===== src/rtl/crypt_decrypt_core.sv =====
// crypt_decrypt_core: runs BATCHES three-round inverse batches on a 32-bit word, fetching one key triplet per batch
module crypt_decrypt_core #(
    parameter int BATCHES = 32,
    parameter int ROT     = 3
) (
    input  logic        CLK,
    input  logic        RST_N,
    input  logic        start,
    input  logic [31:0] ct_in,
    input  logic [7:0]  k_a,
    input  logic [7:0]  k_b,
    input  logic [7:0]  k_c,
    output logic        ks_en,
    output logic        busy,
    output logic [31:0] pt_out,
    output logic        pt_valid
);
    localparam int CW = $clog2(BATCHES) + 1;

    typedef enum logic [1:0] {IDLE, PRIME, RUN, DONE} state_t;

    state_t        state, state_nx;
    logic [31:0]   s, s_nx;
    logic [CW-1:0] cnt;
    logic          last;

    function automatic logic [31:0] rnd(input logic [31:0] x, input logic [7:0] k);
        logic [7:0]  t;
        logic [15:0] w;
        t = x[23:16] ^ k;
        w = {t, t} << ROT;
        return {x[23:0], x[31:24] ^ w[15:8]};
    endfunction

    assign s_nx = rnd(rnd(rnd(s, k_c), k_b), k_a);
    assign last = cnt == CW'(BATCHES - 1);

    always_ff @(posedge CLK or negedge RST_N) begin
        if (!RST_N)
            state <= IDLE;
        else
            state <= state_nx;
    end

    always_comb begin
        state_nx = state;
        case (state)
            IDLE:    state_nx = start ? PRIME : IDLE;
            PRIME:   state_nx = RUN;
            RUN:     state_nx = last ? DONE : RUN;
            default: state_nx = IDLE;
        endcase
    end

    always_comb begin
        busy     = state != IDLE;
        pt_valid = state == DONE;
        ks_en    = state == PRIME || (state == RUN && !last);
    end

    always_ff @(posedge CLK or negedge RST_N) begin
        if (!RST_N) begin
            s      <= '0;
            cnt    <= '0;
            pt_out <= '0;
        end else if (state == IDLE && start) begin
            s   <= ct_in;
            cnt <= '0;
        end else if (state == RUN) begin
            s   <= s_nx;
            cnt <= cnt + CW'(1);
            if (last)
                pt_out <= s_nx;
        end
    end
endmodule


===== config.mk =====
export PLATFORM = sky130hd
export DESIGN_NAME = crypt_decrypt_core
export DESIGN_NICKNAME = d
export VERILOG_FILES = /design/src/rtl/crypt_decrypt_core.sv
export SDC_FILE = /design/constraint.sdc
export NUM_CORES = 1
export LEC_CHECK = 0
export CAP_MARGIN = 20
export CORE_MARGIN = 2
export CORE_UTILIZATION = 55
export CTS_BUF_LIST = sky130_fd_sc_hd__clkbuf_4 sky130_fd_sc_hd__clkbuf_8
export CTS_CLUSTER_DIAMETER = 30
export DETAILED_ROUTE_END_ITERATION = 10
export GPL_ROUTABILITY_DRIVEN = 0
export PLACE_DENSITY = 0.88
export SYNTH_ARGS = -nofsm -noshare
export SYNTH_HDL_FRONTEND = slang
export SYNTH_SLANG_ARGS = --single-unit
export TNS_END_PERCENT = 100

===== constraint.sdc =====
create_clock -name CLK -period 3.64 [get_ports CLK]
set_clock_uncertainty 0.1 [all_clocks]
set_input_delay 0.728 -clock CLK [delete_from_list [all_inputs] [get_ports CLK]]
set_output_delay 0.728 -clock CLK [all_outputs]
set_load 0.05 [all_outputs]

==> run_results.csv, run 1 <==
group,metric,value,unit
timing,setup_viol,0,
logic_synthesis,synth_area,0.00375,sq mm
logic_synthesis,netlist.area_leader.share,0.481,
timing,worst_pin_slew,895,ps
logic_synthesis,synth_area_leaders,"dfrtp_1 48%, xor3_1 15%, mux2i_1 8.8%",
worst_setup_path,required,2810,ps
clocking,numCtsBuffers,9,
placed_design,preCtsSetupSlack,960,ps
logic_synthesis,synth_cell_types,25,
logic_synthesis,synth_fa_ha_area_frac,0.0200,
clocking,cts_tree,"yes",
logic_synthesis,synth_compound_area_frac,0.0487,
run_status,status,"complete, no violations",
final_layout,instances_no_fill,453,
run,drv_cap,0,
global_routing,grt_pass1_vias,2503,
logic_synthesis,synth-simple-area-share,0.0604,
logic_synthesis,synth_top_family_by_area,"multiplexers",
logic_synthesis,postSynth.asyncResetShare,1.00,
timing,slew_headroom,0.403,
power,power_leakage,2.27,nW
final_layout,regArea,0.00180,sq mm
global_routing,grtUsageTotal,0.233,
final_layout,fin_area,0.00494,sq mm
floorplanning,core_area,0.00668,sq mm
clocking,post-cts-setup-buffers,0,
routing,route.antenna.remaining_nets,0,
timing,finalHoldViolations,0,
placed_design,portBuffers,93,
global_routing,grt_pass1_wl,12.9,mm
floorplanning,die_w,86.6,microns
logic_synthesis,synth_area_leader_cell,"dfrtp_1",
worst_setup_path,crit_path_end_kind,"output port",
clocking,clock-sinks,72,
logic_synthesis,synth_common_cells,"72 x dfrtp_1, 33 x mux2i_1, 29 x nor2_1, 26 x a21oi_1, 24 x xor3_1",
floorplanning,die_h,86.6,microns
timing,fin_crit_sh,0.781,
clocking,cts_buffer_depth,2,
placed_design,dp_cells,437,
routing,first_pass_iters,4,
floorplanning,rows,30,
clocking,cts_hold_buf,0,
routing,wirelength,8.10,mm
floorplanning,initial_core_util,0.561,
final_layout,multi_input_area,0.00186,sq mm
global_routing,grt_antenna_before_repair,0,
final_layout,num_antenna_cells,0,
logic_synthesis,synth_edf_count,0,
global_routing,grt_max_degree,73,
final_layout,drive_gt1_frac,0.150,
final_layout,fin_util,0.740,
clocking,cts-htree-levels,3,
power,pwr_density_cell,1030,mW/mm^2
worst_setup_path,cp_max_fo,3,
final_layout,fillers,426,
final_layout,synthToLayoutAreaGrowth,31.8,%
routing,vias_per_cell,5.42,
timing,finalMaxSlewViolations,0,
timing,rsz0062_at_grt,"no",
floorplanning,ios,94,
timing,timing.hold.ws,401,ps
clocking,insertion_delay,350,ps
timing,fin_crit,2840,ps
routing,drt-wirelength-per-cell,17.9,microns
clocking,cts_resized,0,
final_layout,num-nets-final,433,
clocking,cts.clk_slew.worst_paths,70,ps
worst_setup_path,cp_data_arrival_time,2010,ps
routing,via_count,2454,
logic_synthesis,yosysMostFrequentCell,"dfrtp_1",
routing,route.detailed.drc,0,
timing,max_freq,352,MHz
routing,first_iter_violations,196,
clocking,root_buffer,"clkbuf_8",
logic_synthesis,synth_fp_nets,338,
timing,finalWorstSetupSlack,798,ps
logic_synthesis,yosys_warnings,0,
logic_synthesis,synth_mux_area_frac,0.204,
logic_synthesis,ys_seq_area_frac,0.481,
placed_design,dpl_cell_area,0.00473,sq mm
logic_synthesis,synth_cells,273,
hold_path,hp-class,"reg2reg",
placed_design,dp_hpwl,5.77,mm
logic_synthesis,ys_seq_elements,72,
global_routing,grt_overflow,0,
timing,fin_tns_setup,0,ps
logic_synthesis,synthFlopType,"dfrtp_1",
power,ir_drop,0.000694,V
power,p_total,5.07,mW
logic_synthesis,synth_area_per_cell,13.7,sq um
logic_synthesis,synthXorXnorAreaFrac,0.162,
worst_setup_path,crit_path_start_kind,"flop",
floorplanning,die-area,0.00749,sq mm
worst_setup_path,worstSetupPathType,"reg2out",
[cell families after synthesis]
family          count (synthesis)
fa+ha+maj                       6
simple gates                   49
flops                          72
compound gates                 36
buf+inv                        17
xor+xnor                       28
mux                            65
[state kept, by name, indices dropped and copies added (netlist names)]
name	cells
cnt	6
state	2
s	32
pt_out	32
[per-layer routing]
metal  share of wire  global-route usage  wire length, microns  up-vias
met5               0                   0                     0        -
met4           0.015              0.0824                   124        0
met3           0.046              0.0457                   373       11
met2            0.50               0.375                  4050       71
met1            0.44               0.317                  3560     1222
li1                -                   -                     -     1150
[worst paths after layout]
path                                       start                     to  slack (ps)  cells past startpoint
max                           cnt[0]$_DFFE_PN0P_                  ks_en         800                      4
min                        pt_out[6]$_DFFE_PN0P_  pt_out[6]$_DFFE_PN0P_         400                      1
max reg2reg                   state[0]$_DFF_PN0_  pt_out[3]$_DFFE_PN0P_         960                      7
min reg2reg                pt_out[6]$_DFFE_PN0P_  pt_out[6]$_DFFE_PN0P_         400                      1
max in group asynchronous                  RST_N      s[17]$_DFFE_PN0P_        2380                      2
min in group asynchronous                  RST_N      s[20]$_DFFE_PN0P_         480                      2
[report_power, final]
part,leakage [nW],internal (mW),total [mW],switching [mW]
combinational,1.33,1.40,2.84,1.45
clock,0.0907,0.336,0.648,0.312
sequential,0.843,1.20,1.58,0.375
[layout make-up]
cell class	instances	share of cell area
well taps	80	0.0203
inverters	3	0.00228
clock inverters	6	0.0139
multi-input cells	184	0.376
flip-flops and latches	72	0.365
repair buffers	98	0.195
clock buffers	10	0.0279
[worst max-delay path: stages, from the launching register on]
cell,delay [ps]
dfrtp_1,420
ha_1,250
nand4_1,100
a21o_1,120
clkdlybuf4s50_1,790
[cells in the final DEF, fill, tap and decap left out, types with 2 or more instances in the layout]
master / synthesis / layout
clkbuf_8: 0 / 10
xor2_1: 3 / 3
xor3_1: 24 / 24
mux2i_1: 33 / 33
inv_1: 3 / 3
nand4_1: 3 / 3
o21ai_0: 9 / 9
mux2_1: 2 / 2
clkdlybuf4s50_1: 0 / 92
a21oi_1: 26 / 26
mux2_2: 10 / 10
or3_1: 2 / 2
ha_1: 6 / 5
dfrtp_1: 72 / 72
nand2_1: 10 / 10
nor2_1: 29 / 29
buf_4: 0 / 5
mux2_4: 20 / 20
clkinvlp_4: 0 / 4
No activity file was read; power rests on OpenSTA's default activity.
==> inputs of run 2 (changes only) <==
CORE_UTILIZATION = 46   (was 55)
PLACE_DENSITY = 0.79   (was 0.88)
clock period = 2.4 ns   (was 3.64 ns; I/O delays follow)
==> run_results.csv, run 2 (synthesis results as in run 1) <==
group,metric,value,unit
worst_setup_path,required,1820,ps
run,drv_cap,0,
final_layout,instances_no_fill,477,
timing,setup_viol,0,
worst_setup_path,crit_path_end_kind,"output port",
clocking,clock-sinks,72,
final_layout,reg.largest.list,"pt_out: 32 flops, s: 32 flops, cnt: 6 flops",
timing,rsz0062_at_grt,"no",
power,power_leakage,2.32,nW
power,p_total,7.85,mW
worst_setup_path,crit_path_start_kind,"flop",
clocking,cts_buffer_depth,2,
global_routing,grtUsageTotal,0.209,
timing,fin_crit,2330,ps
clocking,cts-htree-levels,3,
placed_design,dpl_cell_area,0.00482,sq mm
floorplanning,ios,94,
hold_path,hp-class,"reg2reg",
global_routing,grt_antenna_before_repair,0,
clocking,insertion_delay,350,ps
timing,fin_tns_setup,0,ps
routing,drt-wirelength-per-cell,17.9,microns
worst_setup_path,r2r_cells,6,
routing,vias_per_cell,5.12,
final_layout,layout_common_cells,"90 x clkdlybuf4s50_1, 72 x dfrtp_1, 33 x mux2i_1, 29 x nor2_1, 26 x a21oi_1",
global_routing,grt_pass1_wl,13.6,mm
worst_setup_path,slowest_stage,"clkdlybuf4s50_1",
timing,max_freq,429,MHz
worst_setup_path,crit_chain,"ha_1 > clkdlybuf4s50_1",
clocking,root_buffer,"clkbuf_8",
clocking,post-cts-setup-buffers,0,
placed_design,portBuffers,93,
worst_setup_path,crit_path_max_incr_delay,800,ps
timing,worst_pin_slew,522,ps
worst_setup_path,cp_data_arrival_time,1750,ps
floorplanning,die_h,94.3,microns
timing,finalMaxSlewViolations,0,
floorplanning,core_area,0.00781,sq mm
timing,finalHoldViolations,0,
power,ir_drop,0.000907,V
final_layout,drive_gt1_frac,0.157,
worst_setup_path,path_buf_inv,1,
run_status,status,"complete, no violations",
power,pwr_density_cell,1550,mW/mm^2
worst_setup_path,critPathTopFamily,"buffers and inverters",
worst_setup_path,cp_max_fo,4,
final_layout,num_antenna_cells,0,
floorplanning,die-area,0.00889,sq mm
final_layout,final_common_cell,"clkdlybuf4s50_1",
timing,fin_crit_sh,0.971,
global_routing,grt_pass1_vias,2596,
hold_path,whs_path_depth,1,
floorplanning,die_w,94.3,microns
routing,via_count,2442,
final_layout,synthToLayoutAreaGrowth,35.0,%
global_routing,grt_overflow,0,
clocking,cts_tree,"yes",
floorplanning,initial_core_util,0.480,
floorplanning,rows,32,
routing,first_pass_iters,5,
clocking,cts.clk_slew.worst_paths,80,ps
global_routing,grt_max_degree,50,
final_layout,fin_area,0.00506,sq mm
routing,wirelength,8.54,mm
worst_setup_path,worstSetupPathType,"reg2out",
routing,route.antenna.remaining_nets,0,
placed_design,dp_cells,461,
clocking,numCtsBuffers,9,
timing,slew_headroom,0.651,
final_layout,num-nets-final,436,
routing,first_iter_violations,111,
routing,route.detailed.drc,0,
final_layout,fillers,613,
final_layout,fin_util,0.648,
placed_design,dp_hpwl,6.06,mm
worst_setup_path,worst-path-stages,2,
-- run 2: changes by cell type in the layout (fill, tap and decap cells not counted) --
cell	delta
buf_12	+4
buf_2	-1
buf_8	+1
bufinv_16	+1
clkdlybuf4s50_1	-2
clkinv_2	+1
clkinvlp_4	-3
dlygate4sd3_1	+1
-- run 2: where the power goes --
group | total, mW | leakage [nW] | switching [mW] | internal (mW)
combinational | 4.39 | 1.37 | 2.21 | 2.18
clock | 1.07 | 0.108 | 0.457 | 0.608
sequential | 2.39 | 0.843 | 0.567 | 1.83
total | 7.85 | 2.32 | 3.23 | 4.62
-- run 2: final timing paths --
path / from / end / slack (ps)
hold reg to reg: pt_out[15]$_DFFE_PN0P_ / pt_out[15]$_DFFE_PN0P_ / 410
setup / recovery: state[0]$_DFF_PN0_ / pt_valid / 70
hold / removal: pt_out[15]$_DFFE_PN0P_ / pt_out[15]$_DFFE_PN0P_ / 410
min in group asynchronous: RST_N / s[3]$_DFFE_PN0P_ / 490
setup reg to reg: state[0]$_DFF_PN0_ / pt_out[1]$_DFFE_PN0P_ / 300
max in group asynchronous: RST_N / cnt[0]$_DFFE_PN0P_ / 1160
-- run 2: repair_timing --
action,4_1_cts,5_1_grt
hold buffers,1,0
endpoints found under the setup margin,1,1
gates resized for setup,1,2
hold endpoints to repair,27,0
-- run 2: per-stage QoR --
stage | setup WS [ps] | hold WS, ps
after CTS | 61.6 | 414
after global routing | 12.1 | 422
after floorplan | 301 | 84.4
after global placement | 162 | 321
final | 69.0 | 414
after detailed placement | 92.1 | 321
-- run 2: cell type report --
type                    count  area (sq um)  area share
clock buffers              10           138      0.0272
clock inverters             5          81.3      0.0161
inverters                   3          11.3     0.00222
multi-input cells         184          1860       0.367
flip-flops and latches     72          1800       0.356
well taps                 102           128      0.0252
repair buffers            101          1040       0.206
-- run 2: layer usage --
metal | vias up | global-route usage | part of all wire
met1 | 1200 | 0.292 | 0.46
met5 | - | 0 | 0
li1 | 1154 | - | -
met2 | 79 | 0.319 | 0.46
met3 | 9 | 0.0482 | 0.057
met4 | 0 | 0.0749 | 0.018
